### src/rtl/clk_rst_seq_if.sv
// Sequencer <-> clock-wizard / downstream-reset signal bundle.
// Every signal here is a level, not a handshake. There is no valid/ready pair.
// The master (clk_rst_seq) drives the reset, status and debug levels, and updates them only on clk_in1 edges.
// The slave drives mmcm_locked, which may change at any time.
interface clk_rst_seq_if;
  logic       mmcm_locked;
  logic       mmcm_reset;
  logic       sys_rst;
  logic       lock_fail;
  logic [2:0] retry_cnt;
  logic [2:0] seq_state;

  modport master (
    input  mmcm_locked,
    output mmcm_reset,
    output sys_rst,
    output lock_fail,
    output retry_cnt,
    output seq_state
  );

  modport slave (
    output mmcm_locked,
    input  mmcm_reset,
    input  sys_rst,
    input  lock_fail,
    input  retry_cnt,
    input  seq_state
  );
endinterface

### src/rtl/clk_rst_seq.sv
// Reset/lock sequencer for the clock wizard feeding clk_sys.
// - Pulses the wizard reset and waits for a stable lock before it releases sys_rst.
// - Re-pulses the wizard when lock times out.
// - Optional feature macro: CLK_RST_SEQ_RETRY_EN.
//   - When defined, a timeout re-pulses the wizard up to MAX_RETRY times before FAIL.
//   - When undefined, any timeout goes straight to FAIL and retry_cnt stays 0.
module clk_rst_seq #(
  parameter int RST_HOLD_CYC = 16,
  parameter int LOCK_TIMEOUT = 65535,
  parameter int STABLE_CYC   = 256,
  parameter int MAX_RETRY    = 4
) (
  input  logic           clk_in1,
  input  logic           reset,
  clk_rst_seq_if.master  seq
);

  typedef enum logic [2:0] {
    ST_HOLD      = 3'd0,
    ST_WAIT_LOCK = 3'd1,
    ST_STABLE    = 3'd2,
    ST_RUN       = 3'd3,
    ST_FAIL      = 3'd4
  } state_t;

`ifdef CLK_RST_SEQ_RETRY_EN
  localparam bit RETRY_EN = 1'b1;
`else
  localparam bit RETRY_EN = 1'b0;
`endif

  // With retries disabled, the retry ceiling is zero. Every timeout then lands in FAIL,
  // and the retry counter never leaves 0.
  localparam logic [2:0] RETRY_MAX = RETRY_EN ? 3'(MAX_RETRY) : 3'd0;

  localparam int MAX_HT  = (RST_HOLD_CYC > LOCK_TIMEOUT) ? RST_HOLD_CYC : LOCK_TIMEOUT;
  localparam int MAX_CYC = (MAX_HT > STABLE_CYC) ? MAX_HT : STABLE_CYC;
  localparam int CNT_W   = $clog2(MAX_CYC) + 1;

  // A phase ends on the edge where the counter already shows (length - 1).
  localparam logic [CNT_W-1:0] HOLD_LAST    = CNT_W'(RST_HOLD_CYC - 1);
  localparam logic [CNT_W-1:0] TIMEOUT_LAST = CNT_W'(LOCK_TIMEOUT - 1);
  localparam logic [CNT_W-1:0] STABLE_LAST  = CNT_W'(STABLE_CYC - 1);
  localparam logic [CNT_W-1:0] CNT_ONE      = CNT_W'(1);

  state_t           state;
  logic [CNT_W-1:0] cnt;
  logic             locked_m;
  logic             locked_s;
  logic             mmcm_reset_q;
  logic             sys_rst_q;
  logic             lock_fail_q;
  logic [2:0]       retry_q;

  // Two-flop synchroniser for the asynchronous wizard locked flag.
  always_ff @(posedge clk_in1) begin
    if (reset) begin
      locked_m <= 1'b0;
      locked_s <= 1'b0;
    end else begin
      locked_m <= seq.mmcm_locked;
      locked_s <= locked_m;
    end
  end

  // Sequencer FSM. A single shared counter clears on every state change.
  // Outputs are registered alongside each transition.
  always_ff @(posedge clk_in1) begin
    if (reset) begin
      state        <= ST_HOLD;
      cnt          <= '0;
      mmcm_reset_q <= 1'b1;
      sys_rst_q    <= 1'b1;
      lock_fail_q  <= 1'b0;
      retry_q      <= 3'd0;
    end else begin
      case (state)
        ST_HOLD: begin
          if (cnt == HOLD_LAST) begin
            state        <= ST_WAIT_LOCK;
            cnt          <= '0;
            mmcm_reset_q <= 1'b0;
          end else begin
            cnt <= cnt + CNT_ONE;
          end
        end
        ST_WAIT_LOCK: begin
          // Lock takes precedence over a timeout that lands on the same edge.
          if (locked_s) begin
            state <= ST_STABLE;
            cnt   <= '0;
          end else if (cnt == TIMEOUT_LAST) begin
            cnt          <= '0;
            mmcm_reset_q <= 1'b1;
            if (retry_q < RETRY_MAX) begin
              retry_q <= retry_q + 3'd1;
              state   <= ST_HOLD;
            end else begin
              state       <= ST_FAIL;
              lock_fail_q <= 1'b1;
            end
          end else begin
            cnt <= cnt + CNT_ONE;
          end
        end
        ST_STABLE: begin
          if (!locked_s) begin
            state <= ST_WAIT_LOCK;
            cnt   <= '0;
          end else if (cnt == STABLE_LAST) begin
            state     <= ST_RUN;
            cnt       <= '0;
            sys_rst_q <= 1'b0;
          end else begin
            cnt <= cnt + CNT_ONE;
          end
        end
        ST_RUN: begin
          // Lock loss re-pulses the wizard but does not consume a retry.
          if (!locked_s) begin
            state        <= ST_HOLD;
            cnt          <= '0;
            mmcm_reset_q <= 1'b1;
            sys_rst_q    <= 1'b1;
          end
        end
        ST_FAIL: begin
          mmcm_reset_q <= 1'b1;
          sys_rst_q    <= 1'b1;
          lock_fail_q  <= 1'b1;
        end
        default: begin
          state        <= ST_FAIL;
          cnt          <= '0;
          mmcm_reset_q <= 1'b1;
          sys_rst_q    <= 1'b1;
          lock_fail_q  <= 1'b1;
        end
      endcase
    end
  end

  assign seq.mmcm_reset = mmcm_reset_q;
  assign seq.sys_rst    = sys_rst_q;
  assign seq.lock_fail  = lock_fail_q;
  assign seq.retry_cnt  = retry_q;
  assign seq.seq_state  = state;

endmodule

### src/flat_wrapper.sv
// flat-port wrapper written by rule: the top's interface ports become plain ports
module clk_rst_seq_flat 
#(
  parameter int RST_HOLD_CYC = 16,
  parameter int LOCK_TIMEOUT = 65535,
  parameter int STABLE_CYC   = 256,
  parameter int MAX_RETRY    = 4
)
  (clk_in1, reset, seq_mmcm_locked, seq_mmcm_reset, seq_sys_rst, seq_lock_fail, seq_retry_cnt, seq_seq_state);
  clk_rst_seq_if seq_i ();
  input  logic clk_in1;
  input  logic reset;
  input wire logic [$bits(seq_i.mmcm_locked)-1:0] seq_mmcm_locked;
  output wire logic [$bits(seq_i.mmcm_reset)-1:0] seq_mmcm_reset;
  output wire logic [$bits(seq_i.sys_rst)-1:0] seq_sys_rst;
  output wire logic [$bits(seq_i.lock_fail)-1:0] seq_lock_fail;
  output wire logic [$bits(seq_i.retry_cnt)-1:0] seq_retry_cnt;
  output wire logic [$bits(seq_i.seq_state)-1:0] seq_seq_state;
  assign seq_i.mmcm_locked = seq_mmcm_locked;
  assign seq_mmcm_reset = seq_i.mmcm_reset;
  assign seq_sys_rst = seq_i.sys_rst;
  assign seq_lock_fail = seq_i.lock_fail;
  assign seq_retry_cnt = seq_i.retry_cnt;
  assign seq_seq_state = seq_i.seq_state;
  clk_rst_seq #(.RST_HOLD_CYC(RST_HOLD_CYC), .LOCK_TIMEOUT(LOCK_TIMEOUT), .STABLE_CYC(STABLE_CYC), .MAX_RETRY(MAX_RETRY)) u_core (.clk_in1(clk_in1), .reset(reset), .seq(seq_i));
endmodule
### config.mk
export PLATFORM = sky130hd
export DESIGN_NAME = clk_rst_seq_flat
export DESIGN_NICKNAME = d
export VERILOG_FILES = /design/src/rtl/clk_rst_seq_if.sv /design/src/rtl/clk_rst_seq.sv /design/src/flat_wrapper.sv
export SDC_FILE = /design/constraint.sdc
export NUM_CORES = 1
export LEC_CHECK = 0
export BUFFER_PORTS_ARGS = -buffer_cell sky130_fd_sc_hd__buf_2
export CAP_MARGIN = 20
export CORE_ASPECT_RATIO = 0.5
export CORE_MARGIN = 2
export CORE_UTILIZATION = 40
export DETAILED_ROUTE_END_ITERATION = 16
export PLACE_DENSITY = 0.56
export SYNTH_ARGS = -nofsm -noshare
export SYNTH_HDL_FRONTEND = slang
export SYNTH_SLANG_ARGS = --single-unit
export TNS_END_PERCENT = 30
### constraint.sdc
create_clock -name clk_in1 -period 3.6 [get_ports clk_in1]
set_clock_uncertainty 0.05 [all_clocks]
set_input_delay 0.72 -clock clk_in1 [delete_from_list [all_inputs] [get_ports clk_in1]]
set_output_delay 0.72 -clock clk_in1 [all_outputs]
set_load 0.03 [all_outputs]
==> impl_metrics.csv, run 1 <==
group,metric,value,unit
run_status,run_status,"complete, no violations",
clock_tree,cts.htree.levels,1,
placement,dp_slack,1.192,ns
critical_path,timing.critical_path.from_type,"flop",
timing,setup_slack,1.201,ns
clock_tree,cts.sinks,25,
timing,slew_headroom,60.60,%
die,placeableCoreArea,0.003030,mm²
drt,final_antenna_net_count,0,
logic_synthesis,synth.distinct_cells,40,
critical_path,path_class,"reg2reg",
timing,rsz0062_at_grt,"no",
drt,total_detailed_routing_wirelength,2524,µm
placement,dpl.hpwl,1811,µm
logic_synthesis,synthCells,153,
grt,grt_overflow_total,0,
logic_synthesis,post_synth_arst_share,0,%
critical_path,worstSetupEndpointType,"flop",
logic_synthesis,syn-cell-area,0.001276,mm²
clock_tree,clk_pin_slew,0.09,ns
drt,detail_route.iter0.violations,46,
logic_synthesis,yosys_register_bits,25,
critical_path,worst_r2r_startpoint,"u_core.cnt[0]",
final_layout,layout-drive-gt1-share,11.95,%
run,timing.max_cap.violations,0,
clock_tree,clockRootBuffer,"clkbuf_8",
grt,grt_antenna_before_repair,0,
grt,via_count_of_the_first_global_routing_pass,919,
die,fp.dieArea,0.003686,mm²
hold_path,hold_path_end,"u_core.locked_s",
final_layout,flow.area_growth_from_synthesis,7.255,%
clock_tree,number_of_buffers_inserted_for_hold_repair_after_clock_tree_synthesis,0,
logic_synthesis,yosysSeqAreaShare,39.22,%
die,fp-row-count,14,
clock_tree,post_cts_resized,0,
clock_tree,clockBufferDepth,2,
timing,achievable-frequency,416.9,MHz
timing,final.period_utilization,66.63,%
pwr,worst_ir_drop_vdd,0.1670,mV
final_layout,postLayoutCoreUtil,45.17,%
final_layout,fillCellCount,314,
logic_synthesis,synth-warning-count,0,
critical_path,worst_ep_required_time,3.69,ns
die,die_height,43.94,µm
final_layout,antenna-diode-count,0,
critical_path,worst_r2r_endpoint,"u_core.cnt[4]",
critical_path,worstPathArrival,2.49,ns
logic_synthesis,synth_top_flop_cell,"dfxtp_1",
timing,setup-violations-final,0,
placement,place_area,0.001324,mm²
grt,groute.usage.overall,15.21,%
clock_tree,cts_buffers,3,
drt,vias,1034,
hold_path,worstHoldStart,"u_core.locked_m",
timing,timing.setup.tns,0,ns
logic_synthesis,synth_top_cells_by_count,"nor2_1, dfxtp_1, nand2_1",
final_layout,final_area,0.001369,mm²
placement,portBuffers,8,
die,die_x,83.88,µm
logic_synthesis,synth_edf_count,0,
clock_tree,latest_clock_arrival_within_the_worst_skew_pair,0.27,ns
logic_synthesis,yosys.area.top_type,"dfxtp_1",
pwr,cellLeakagePower,0.4547,nW
drt,dr.pass1.iters,4,
drt,routedWlPerCell,12.68,µm
logic_synthesis,synth.area.top_cells,"dfxtp_1, nor2_1, xnor2_1",
clock_tree,cts_tree,"done",
final_layout,area_of_combinational_cells_with_multiple_inputs,714.4,µm²
final_layout,register_area,500.5,µm²
die,ioPinCount,12,
critical_path,critical_path.max_fanout,14,
pwr,power_per_cell_area,354.9,mW/mm²
hold_path,hold_crit_class,"reg2reg",
placement,placed_cells,195,
pwr,fin_total_pwr,0.4858,mW
logic_synthesis,yosys.area.top_type_share,39.22,%
critical_path,ff2ff_path_depth,7,
drt,post_drt_via_cell_ratio,5.196,
hold_path,timing.hold.worst_path_depth,1,
final_layout,layout.cells.non_filler,199,
grt,wire_length_of_the_first_global_routing_pass,4360,µm
timing,final.hold.worst_slack,0.3914,ns
critical_path,reg2reg_slack,1.20,ns
logic_synthesis,post-synth-top-count-cell,"nor2_1",
timing,tightest_slew,0.5910,ns
logic_synthesis,synth_area_per_cell,8.341,µm²
placement,gp_congestion,0.7758,
clock_tree,post_cts_buffers,0,
timing,min_period,2.399,ns
timing,timing_hold_violations_final,0,
die,initial_core_util,42.11,%
timing,maxSlewViolCount,0,
final_layout,design.final.nets,165,
grt,largest_net_degree_at_the_start_of_global_routing,15,
drt,drt_drc_violations_left,0,
[sequential cells by signal (all words and copies together) (netlist names)]
| signal | flops |
|---|---|
| u_core.seq.lock_fail | 1 |
| u_core.locked_m | 1 |
| u_core.seq.seq_state | 3 |
| u_core.locked_s | 1 |
| u_core.seq.sys_rst | 1 |
| u_core.seq.mmcm_reset | 1 |
| u_core.cnt | 17 |
[final cells by class]
| cell class | instances | area share (%) |
|---|---|---|
| Tap cell | 40 | 3.656 |
| Timing Repair Buffer | 8 | 2.925 |
| Sequential cell | 25 | 36.56 |
| Multi-Input combinational cell | 117 | 52.19 |
| Inverter | 5 | 1.371 |
| Clock buffer | 4 | 3.291 |
[power by group]
| part | leakage (nW) | switching, mW | internal [mW] |
|---|---|---|---|
| Clock | 0.0228 | 0.0875 | 0.0792 |
| Sequential | 0.203 | 0.00579 | 0.282 |
| Combinational | 0.229 | 0.0216 | 0.00973 |
| Total | 0.455 | 0.115 | 0.371 |
[layer usage]
| layer | GRT usage, % | part of all wire [%] |
|---|---|---|
| met5 | 0 | 0 |
| met4 | 2.903 | 0.32 |
| met3 | 5.143 | 3.2 |
| met2 | 23.36 | 43 |
| met1 | 21.21 | 53 |
[cells in the final DEF (no fill, tap or decap), types with 4 or more instances in the layout]
cell,netlist,routed
dfxtp_1,25,25
nor3_1,9,9
inv_1,5,5
nor2_1,27,27
nand3_1,7,7
buf_2,1,8
nand4_1,4,4
nand2_1,12,12
xnor2_1,11,11
nor4_1,5,5
[worst max path at each step]
stage / start / to / slack, ns / cells after the start
floorplan: u_core.cnt[0] / u_core.cnt[16] / 1.50 / 8
global placement: u_core.cnt[0] / u_core.cnt[14] / 1.25 / 7
detailed placement: u_core.cnt[0] / u_core.cnt[4] / 1.19 / 7
CTS: u_core.cnt[0] / u_core.cnt[4] / 1.17 / 7
global route: u_core.cnt[0] / u_core.cnt[6] / 1.02 / 7
finish: u_core.cnt[0] / u_core.cnt[4] / 1.20 / 7
[worst max-delay path, stage by stage, from the launching register on]
cell      delay (ns)
dfxtp_1         0.34
inv_1           0.08
ha_1            0.15
nand4b_1        0.13
or4_4           0.57
a32o_2          0.30
o31ai_4         0.55
nor2_1          0.11
[cells by family (layout without fill, tap and decap cells)]
logic type | count (synthesis) | in the layout | share of synthesized area (%)
compound gates | 16 | 16 | 10.49
xor+xnor | 14 | 14 | 9.608
fa+ha+maj | 2 | 2 | 1.960
buf+inv | 13 | 17 | 5.392
flops | 25 | 25 | 39.22
other cells | 1 | 3 | 0.2938
simple gates | 82 | 82 | 33.04
Power figures use the tool's default switching activity.
==> run 2: changes to the inputs <==
==> constraint.sdc (replaced) <==
create_clock -name clk_in1 -period 2.3 [get_ports clk_in1]
set_clock_uncertainty 0.05 [all_clocks]
set_input_delay 0.46 -clock clk_in1 [delete_from_list [all_inputs] [get_ports clk_in1]]
set_output_delay 0.46 -clock clk_in1 [all_outputs]
set_load 0.03 [all_outputs]
==> run 2 against run 1 <==
Fmax rose by 9.7%. Worst hold slack got worse by 0.040 ns. Wire length rose by 2.1%. Die area did not move. First-iteration DRC count rose by 65%. Final cell count rose by 3.0%. Combinational power rose by 90%. Highest routed layer unchanged.
==> impl_metrics.csv, run 2 (synthesis results as in run 1) <==
group,metric,value,unit
run_status,run_status,"complete, no violations",
hold_path,hold_path_end,"u_core.locked_m",
pwr,worst_ir_drop_vdd,0.2459,mV
drt,dr.pass1.iters,4,
hold_path,worstHoldStart,"seq_mmcm_locked",
clock_tree,latest_clock_arrival_within_the_worst_skew_pair,0.27,ns
final_layout,final_common_cell,"nor2_1",
grt,groute.usage.overall,15.23,%
drt,highest_routing_layer_actually_used,"met4",
pwr,cellLeakagePower,0.4990,nW
placement,gp_congestion,0.7723,
final_layout,antenna-diode-count,0,
timing,timing_hold_violations_final,0,
final_layout,largest_register_ff_count,17,
clock_tree,cts.sinks,25,
die,initial_core_util,42.11,%
run,timing.max_cap.violations,0,
critical_path,timing.critical_path.cells,"nand4_2 -> or4_4 -> a32o_2 -> o31ai_4 -> clkbuf_16 -> nor2_1",
final_layout,fillCellCount,310,
drt,total_detailed_routing_wirelength,2578,µm
die,ioPinCount,12,
critical_path,worst_r2r_startpoint,"u_core.cnt[9]",
final_layout,design.final.nets,171,
final_layout,register_area,501.7,µm²
critical_path,worstPathArrival,2.31,ns
grt,grt_antenna_before_repair,0,
die,die_x,83.88,µm
final_layout,flow.area_growth_from_synthesis,13.43,%
critical_path,critical_path.max_fanout,7,
die,placeableCoreArea,0.003030,mm²
critical_path,path_class,"reg2reg",
drt,post_drt_via_cell_ratio,5.229,
clock_tree,cts.htree.levels,1,
grt,wire_length_of_the_first_global_routing_pass,4326,µm
final_layout,largest_reg_by_ff_count,"u_core.cnt",
clock_tree,cts_tree,"done",
pwr,power_per_cell_area,534.3,mW/mm²
clock_tree,cts_buffers,3,
critical_path,timing.critical_path.slowest_cell_delay,0.56,ns
drt,drt_drc_violations_left,0,
timing,maxSlewViolCount,0,
timing,achievable-frequency,457.4,MHz
hold_path,hold_crit_class,"in2reg",
drt,final_antenna_net_count,0,
clock_tree,clockBufferDepth,2,
clock_tree,clockRootBuffer,"clkbuf_8",
final_layout,layout.cells.non_filler,205,
clock_tree,number_of_buffers_inserted_for_hold_repair_after_clock_tree_synthesis,0,
critical_path,cpMaxStageDelayCell,"or4_4",
drt,routedWlPerCell,12.58,µm
timing,timing.setup.tns,0,ns
die,fp-row-count,14,
clock_tree,clk_pin_slew,0.09,ns
drt,vias,1072,
grt,largest_net_degree_at_the_start_of_global_routing,15,
die,die_height,43.94,µm
placement,placed_cells,198,
drt,detail_route.iter0.violations,76,
placement,portBuffers,8,
grt,via_count_of_the_first_global_routing_pass,909,
final_layout,postLayoutCoreUtil,47.77,%
final_layout,layout_common_cells,"nor2_1, dfxtp_1, nand2_1",
drt,met2WireLength,1126,µm
final_layout,layout-drive-gt1-share,16.36,%
timing,setup-violations-final,0,
pwr,fin_total_pwr,0.7735,mW
critical_path,worst_ep_required_time,2.43,ns
critical_path,worst_r2r_endpoint,"u_core.cnt[11]",
critical_path,ff2ff_path_depth,6,
final_layout,area_of_combinational_cells_with_multiple_inputs,715.7,µm²
critical_path,reg2reg_slack,0.11,ns
critical_path,timing.critical_path.from_type,"flop",
die,fp.dieArea,0.003686,mm²
timing,min_period,2.186,ns
critical_path,launching_element_of_the_worst_setup_path,"u_core.cnt[9]",
drt,drt-met1-wl,1341,µm
timing,final.period_utilization,95.05,%
grt,grt_overflow_total,0,
drt,wl_met3,102,µm
timing,rsz0062_at_grt,"no",
placement,dpl.hpwl,1820,µm
hold_path,timing.hold.worst_path_depth,2,
critical_path,worstSetupEndpointType,"flop",
[run 2: cell count changes in the layout (fill, tap and decap cells not counted)]
cell	previous run	this run
buf_12	0	1
a2111oi_1	0	1
a2111oi_0	1	0
dfxtp_1	25	24
clkbuf_16	0	1
clkinv_2	0	1
clkbuf_1	1	0
dfxtp_2	0	1
buf_4	0	4
[run 2: worst max-delay path by stage]
stage | end | slack [ns] | depth (start not counted)
2_1_floorplan | u_core.cnt[16] | 0.20 | 8
3_3_place_gp | u_core.seq.seq_state[0] | 0.14 | 6
3_5_place_dp | u_core.cnt[13] | 0.09 | 8
4_1_cts | u_core.cnt[14] | 0.09 | 8
5_1_grt | u_core.seq.seq_state[1] | 0.006 | 5
6_report | u_core.cnt[11] | 0.11 | 6
[run 2: layout make-up]
type | instances | area share, %
inverter | 5 | 1.296
clock inverter | 1 | 0.3457
multi-input combinational | 117 | 49.44
tap | 40 | 3.457
sequential | 25 | 34.66
timing repair buffer | 14 | 7.952
clock buffer | 3 | 2.852
[run 2: metrics by stage]
stage	hold WS, ns	cell area (µm²)	worst slack, ns
floorplan	0.3638	1284	0.1971
global placement	0.3691	1359	0.1355
detailed placement	0.3892	1359	0.09239
CTS	0.3486	1405	0.08556
global route	0.3431	1448	0.005922
finish	0.3518	1448	0.1138
[run 2: where the power goes]
| group | leakage, nW | switching (mW) | internal (mW) | total [mW] |
|---|---|---|---|---|
| clock | 0.0255 | 0.142 | 0.121 | 0.264 |
| combinational | 0.271 | 0.0361 | 0.0233 | 0.0594 |
| sequential | 0.203 | 0.00887 | 0.441 | 0.450 |
| total | 0.499 | 0.187 | 0.586 | 0.774 |
[run 2: repair_timing]
item	4_1_cts	5_1_grt
buffers inserted	0	2
setup endpoints to repair	0	16
resized for setup	0	2
[run 2: worst max-delay path, delay by kind of cell (launching register included)]
| kind | cells | cell delay [ns] |
|---|---|---|
| buf+inv | 1 | 0.22 |
| simple gates | 3 | 0.77 |
| flops | 1 | 0.43 |
| compound gates | 2 | 0.61 |
[run 2: per-layer routing]
metal | track usage (%) | up-vias
met4 | 2.903 | 0
li1 | - | 553
met1 | 21.28 | 500
met5 | 0 | -
met2 | 23.36 | 17
met3 | 5.143 | 2
